### config.mk
export PLATFORM = sky130hd
export DESIGN_NAME = sha256_block_sequencer
export DESIGN_NICKNAME = d
export VERILOG_FILES = /design/src/rtl/sha256_block_sequencer.sv
export SDC_FILE = /design/constraint.sdc
export NUM_CORES = 1
export LEC_CHECK = 0
export CAP_MARGIN = 30
export CELL_PAD_IN_SITES_DETAIL_PLACEMENT = 1
export CELL_PAD_IN_SITES_GLOBAL_PLACEMENT = 2
export CORE_MARGIN = 2
export CORE_UTILIZATION = 31
export CTS_CLUSTER_DIAMETER = 60
export DETAILED_ROUTE_END_ITERATION = 7
export GPL_ROUTABILITY_DRIVEN = 1
export GPL_TIMING_DRIVEN = 0
export PLACE_DENSITY = 0.95
export SLEW_MARGIN = 20
export SYNTH_ARGS = -nofsm -noshare
export SYNTH_HDL_FRONTEND = slang
export SYNTH_SLANG_ARGS = --single-unit
### constraint.sdc
create_clock -name clk -period 9.2 [get_ports clk]
set_clock_uncertainty 0.2 [all_clocks]
set_input_delay 1.84 -clock clk [delete_from_list [all_inputs] [get_ports clk]]
set_output_delay 1.84 -clock clk [all_outputs]
set_load 0.02 [all_outputs]
### src/rtl/sha256_block_sequencer.sv
// Fetches message words, applies SHA-256 padding, streams 16-word blocks to the
// compression core and writes the final digest back to memory.
module sha256_block_sequencer #(
    parameter int MEM_RD_LAT = 2
) (
    input  logic         clk,
    input  logic         reset_n,
    input  logic         start,
    input  logic [31:0]  message_addr,
    input  logic [31:0]  size,
    input  logic [31:0]  output_addr,
    output logic         done,
    output logic         mem_clk,
    output logic         mem_we,
    output logic [15:0]  mem_addr,
    output logic [31:0]  mem_write_data,
    input  logic [31:0]  mem_read_data,
    output logic         w_valid,
    input  logic         w_ready,
    output logic [31:0]  w_data,
    output logic         w_first,
    input  logic         core_done,
    input  logic [255:0] hash_in
);
    localparam int CW = $clog2(MEM_RD_LAT + 1);

    typedef enum logic [2:0] {IDLE, FETCH, WAIT, PRESENT, CORE, WRITE, DONE} state_t;

    state_t        state;
    logic [31:0]   g;
    logic [31:0]   size_r;
    logic [31:0]   last_blk;
    logic [15:0]   msg_addr;
    logic [15:0]   out_addr;
    logic [CW-1:0] cnt;
    logic [2:0]    k;
    logic [31:0]   g_inc;
    logic          unused_hi;

    assign mem_clk   = clk;
    assign g_inc     = g + 32'd1;
    assign unused_hi = ^{message_addr[31:16], output_addr[31:16]};

    // Only words that carry message bytes touch memory; pure padding words do not.
    function automatic logic need_read(input logic [31:0] gi, input logic [31:0] sz);
        need_read = (gi < (sz >> 2)) || ((gi == (sz >> 2)) && (sz[1:0] != 2'b00));
    endfunction

    function automatic logic [31:0] form_word(input logic [31:0] gi, input logic [31:0] sz,
                                              input logic [31:0] lastb, input logic [31:0] rd);
        logic [31:0] nw;
        logic        last;
        nw        = sz >> 2;
        last      = ((gi >> 4) == lastb);
        form_word = 32'h0;
        if (gi < nw) begin
            form_word = rd;
        end else if (gi == nw) begin
            case (sz[1:0])
                2'd0:    form_word = 32'h8000_0000;
                2'd1:    form_word = {rd[31:24], 24'h80_0000};
                2'd2:    form_word = {rd[31:16], 16'h8000};
                default: form_word = {rd[31:8], 8'h80};
            endcase
        end else if (last && gi[3:0] == 4'd14) begin
            form_word = {29'd0, sz[31:29]};
        end else if (last && gi[3:0] == 4'd15) begin
            form_word = sz << 3;
        end
    endfunction

    function automatic logic [31:0] hash_word(input logic [255:0] h, input logic [2:0] idx);
        hash_word = h[255 - 32*int'(idx) -: 32];
    endfunction

    always_ff @(posedge clk or negedge reset_n) begin
        if (!reset_n) begin
            state          <= IDLE;
            done           <= 1'b0;
            mem_we         <= 1'b0;
            mem_addr       <= 16'h0;
            mem_write_data <= 32'h0;
            w_valid        <= 1'b0;
            w_first        <= 1'b0;
            w_data         <= 32'h0;
            g              <= 32'h0;
            size_r         <= 32'h0;
            last_blk       <= 32'h0;
            msg_addr       <= 16'h0;
            out_addr       <= 16'h0;
            cnt            <= '0;
            k              <= 3'd0;
        end else begin
            done <= 1'b0;
            case (state)
                IDLE: begin
                    if (start) begin
                        size_r   <= size;
                        last_blk <= (size + 32'd8) >> 6;
                        msg_addr <= message_addr[15:0];
                        out_addr <= output_addr[15:0];
                        g        <= 32'h0;
                        state    <= FETCH;
                        if (need_read(32'h0, size)) mem_addr <= message_addr[15:0];
                    end
                end
                // mem_addr was loaded on entry, so the read latency starts with this cycle
                FETCH: begin
                    if (need_read(g, size_r)) begin
                        cnt   <= '0;
                        state <= WAIT;
                    end else begin
                        w_data  <= form_word(g, size_r, last_blk, 32'h0);
                        w_valid <= 1'b1;
                        w_first <= (g[31:4] == 28'd0);
                        state   <= PRESENT;
                    end
                end
                WAIT: begin
                    if (cnt == CW'(MEM_RD_LAT - 1)) begin
                        w_data  <= form_word(g, size_r, last_blk, mem_read_data);
                        w_valid <= 1'b1;
                        w_first <= (g[31:4] == 28'd0);
                        state   <= PRESENT;
                    end else begin
                        cnt <= cnt + CW'(1);
                    end
                end
                PRESENT: begin
                    if (w_ready) begin
                        w_valid <= 1'b0;
                        w_first <= 1'b0;
                        g       <= g_inc;
                        if (g[3:0] == 4'hF) begin
                            state <= CORE;
                        end else begin
                            state <= FETCH;
                            if (need_read(g_inc, size_r)) mem_addr <= msg_addr + g_inc[15:0];
                        end
                    end
                end
                CORE: begin
                    if (core_done) begin
                        if ((g >> 4) <= last_blk) begin
                            state <= FETCH;
                            if (need_read(g, size_r)) mem_addr <= msg_addr + g[15:0];
                        end else begin
                            state          <= WRITE;
                            k              <= 3'd0;
                            mem_we         <= 1'b1;
                            mem_addr       <= out_addr;
                            mem_write_data <= hash_word(hash_in, 3'd0);
                        end
                    end
                end
                WRITE: begin
                    if (k == 3'd7) begin
                        mem_we <= 1'b0;
                        done   <= 1'b1;
                        state  <= DONE;
                    end else begin
                        k              <= k + 3'd1;
                        mem_addr       <= out_addr + 16'(k) + 16'd1;
                        mem_write_data <= hash_word(hash_in, k + 3'd1);
                    end
                end
                DONE: state <= IDLE;
                default: state <= IDLE;
            endcase
        end
    end
endmodule
Word-level counts from Yosys, hierarchy flattened

Index checks and enable logic that the tools add are counted.

Input bits: 389
Output and inout port bits: 85
Word-level logic and storage cells: 142
Bits in registers: 214

Reduce and logical (&&, ||, !) cells: 28
Shifts and indexed selects: 1
$add $sub $neg: 9
Magnitude comparators: 4
Equal/unequal tests: 28
Mux-type cells: 57

Operators with widths:

| operator                                                                      | number |
|---|---|
| 32-bit 2-to-1 mux                                                             | 13 |
| 287-bit by 9-bit indexed part select with 32-bit output                       | 1 |
| 32-bit one-hot mux with 2 select lines                                        | 3 |
| 32-bit one-hot mux with 3 select lines                                        | 2 |
| 16-bit 2-to-1 mux                                                             | 9 |
| 32-bit by 30-bit equality test with 1-bit output                              | 2 |
| 32-bit by 30-bit less-than comparator with 1-bit output                       | 2 |
| 16-bit one-hot mux with 4 select lines                                        | 1 |
| 16-bit adder                                                                  | 2 |
| 32-bit by 1-bit adder with 32-bit output (second input constant)              | 1 |
| 32-bit by 4-bit adder with 32-bit output (second input constant)              | 1 |
| 32-bit zero test                                                              | 1 |
| 1-bit by 30-bit less-than comparator with 1-bit output (first input constant) | 1 |
| 3-bit 2-to-1 mux                                                              | 10 |
| 28-bit by 26-bit equality test with 1-bit output                              | 1 |
| 28-bit by 26-bit less-or-equal comparator with 1-bit output                   | 1 |
| 28-bit zero test                                                              | 1 |
| 2-bit inequality test (second input constant)                                 | 13 |
| 3-bit one-hot mux with 6 select lines                                         | 1 |
| 16-bit by 1-bit adder with 16-bit output (second input constant)              | 1 |
| 16-bit by 3-bit adder with 16-bit output                                      | 1 |
| 4-bit AND reduction                                                           | 3 |
| 1-bit 2-to-1 mux                                                              | 11 |
| 2-bit nonzero test                                                            | 5 |
| 25 further kinds                                                              | 40 |

Longest topological paths before layout

Depth after elaboration: 8
Depth in mapped cells: 17
Depth with buffers taken out: 16

==> flow_metrics.tcl <==
set metrics [dict create \
    cp_slowest_stage_delay_ns 0.52 \
    dp_cells 2929 \
    ios 474 \
    final_area_mm2 0.0227 \
    vias_per_cell 5.54 \
    ys.flop_type "dfrtp_1" \
    post_dp_cell_area_mm2 0.0215 \
    layout.cells.non_filler 3005 \
    drc_errors 0 \
    grt_pass1_wl_um 110000 \
    min_path_type "flip-flop to flip-flop" \
    slew_viol_final 0 \
    synthArstFlopShare 1.00 \
    hpwlAfterDp_um 61200 \
    cp_max_fo 2 \
    cp-end-kind "output pin" \
    grt_pass1_vias 17836 \
    synth_edf_count 0 \
    power.leakage_nw 9.60 \
    ys_seq_area_frac 0.332 \
    die-area_mm2 0.0539 \
    postCtsSetupRepairBufs 0 \
    peakVddDrop_v 0.000125 \
    nets 2808 \
    use_met3 0.0489 \
    grt_usage 0.270 \
    use_met2 0.496 \
    wirelength_um 73900 \
    grt_max_degree 75 \
    first_iter_violations 1086 \
    coreArea_mm2 0.0514 \
    crit_top_cell "clkbuf_16" \
    grt_overflow_total 0 \
    met1_usage 0.305 \
    rsz0062_at_grt "no" \
    area_growth_pct 40.8 \
    syn_nets 2323 \
    wl_per_cell_um 24.6 \
    status "finished clean" \
    utilization 0.442 \
    tightest_slew_ns 0.916 \
    fin_tns_setup_ns 0 \
    route.vias.total 16647 \
    synth_largest_area_cell "dfrtp_1" \
    final_hold_viol_count 0 \
    path_class "clock port to output pin" \
    start_kind "clock port" \
    cts_resized 0 \
    synth_cells 1807 \
    antenna_found_initial 8 \
    ant_nets 0 \
    syn_area_per_cell_um2 8.94 \
    synthTopCellsByArea "dfrtp_1 33%, ha_1 9.6%, mux4_2 8.9%, nand2_1 6.8%, o21ai_0 5.6%" \
    power.total_w 0.00522 \
    io_buffers 440 \
    cp.required_ns 7.16 \
    arrival_ns 5.48 \
    busiest_layer "met2" \
    synth_cell_types 77 \
    maxSlewHeadroom 0.389 \
    yosys_register_bits 214 \
    syn-cell-area_mm2 0.0161 \
    rows 83 \
    die_h_um 232 \
    worstPathCellList "clkbuf_16 -> clkbuf_16 -> buf_4 -> clkdlybuf4s50_1" \
    clkTransAtPathRegs_ns 0.05 \
    power.density_mw_per_mm2 230 \
    initial_utilization 0.314 \
    cts_tree "done" \
    crit_path_top_delay_cell "clkdlybuf4s50_1" \
    netlist.area_leader.share 0.332 \
    clk_latency_ns 0.66 \
    gpl.final_weighted_congestion 0.930 \
    setup_viol_count_final 0 \
    drt_pass1_iterations 6 \
    yosys_warnings 0 \
    drive_above_1_share 0.0751 \
    die-width_um 232 \
    maxCapViolCount 0 \
    holdBufCountCts 0 \
]
==> metrics by stage <==
stage	hold slack [ns]	setup WS (ns)
after floorplan	0.249	2.43
after global placement	0.264	-3.46
after detailed placement	0.272	1.94
after CTS	0.284	1.67
after global routing	0.310	1.66
final	0.281	1.68
==> final cells by class <==
type	count	area (µm²)
repair buffers	444	4490
multi-input cells	1396	10000
fillers	5916	28700
inverters	103	387
plain buffers	94	397
clock buffers	50	1080
flip-flops and latches	214	5360
diodes	7	17.5
clock inverters	17	143
well taps	680	851
==> power by group <==
part / switching, W / internal [W]
Combinational: 0.00138 / 0.000940
Clock: 0.000540 / 0.000870
Sequential: 0.000244 / 0.00125
Total: 0.00216 / 0.00306
==> worst max-delay path: cells and delay by family <==
kind	cells	cell delay (ns)
buf+inv	4	0.88
==> cell usage after synthesis, types with 13 or more instances <==
cell,count
nand2_1,292
dfrtp_1,214
o21ai_0,182
ha_1,124
a21oi_1,109
nor2_1,105
inv_1,103
clkbuf_1,67
mux4_2,64
xnor2_1,55
nand3_1,52
mux2i_1,37
nand4_1,31
xor2_1,31
nor3_1,24
nor4_1,24
a22o_1,20
and3_1,18
a211oi_1,17
buf_1,16
a21o_1,13
o211ai_1,13
==> registers in the layout, indices dropped and copies added, names as in the netlist, 3 cells and up <==
signal,flops
g,32
mem_write_data,32
size_r,32
w_data,32
last_blk,26
mem_addr,16
msg_addr,16
out_addr,16
k,3
state,3
==> path summary, 6_finish.rpt <==
| kind | start | end | slack (ns) | depth (start not counted) |
|---|---|---|---|---|
| max | clk | mem_clk | 1.68 | 4 |
| min | mem_write_data[17] | mem_write_data[17] | 0.28 | 2 |
| max reg2reg | g[8] | mem_addr[3] | 3.20 | 16 |
| min reg2reg | mem_write_data[17] | mem_write_data[17] | 0.28 | 2 |
| max in group asynchronous | reset_n | mem_write_data[17] | 7.01 | 2 |
| min in group asynchronous | reset_n | g[30] | 0.95 | 1 |
==> placed cells by master (no fill, tap or decap), types with 52 or more instances in the layout <==
master	Yosys	routed
clkdlybuf4s50_1	0	439
ha_1	124	124
mux4_2	64	64
xnor2_1	55	55
dfrtp_1	214	214
nand3_1	52	52
o21ai_0	182	182
nor2_1	105	105
a21oi_1	109	109
clkbuf_1	67	72
nand2_1	292	292
inv_1	103	103
==> logic make-up (layout without fill, tap and decap cells) <==
family | after synthesis | count (layout) | share of synthesized area
adder cells (fa/ha/maj) | 127 | 127 | 0.0998
multiplexers | 122 | 122 | 0.129
AO/OA/AOI/OAI | 462 | 462 | 0.177
buffers and inverters | 197 | 708 | 0.0485
flip-flops | 214 | 214 | 0.332
other | 0 | 7 | 0
XOR/XNOR | 86 | 86 | 0.0466
AND/OR/NAND/NOR | 599 | 599 | 0.168
==> per-layer routing <==
layer,share of wire,vias to the layer above
li1,-,7553
met1,0.38,8314
met2,0.52,611
met3,0.052,165
met4,0.045,4
met5,0.00041,-
Note: power is estimated with default switching activity, not from simulation.
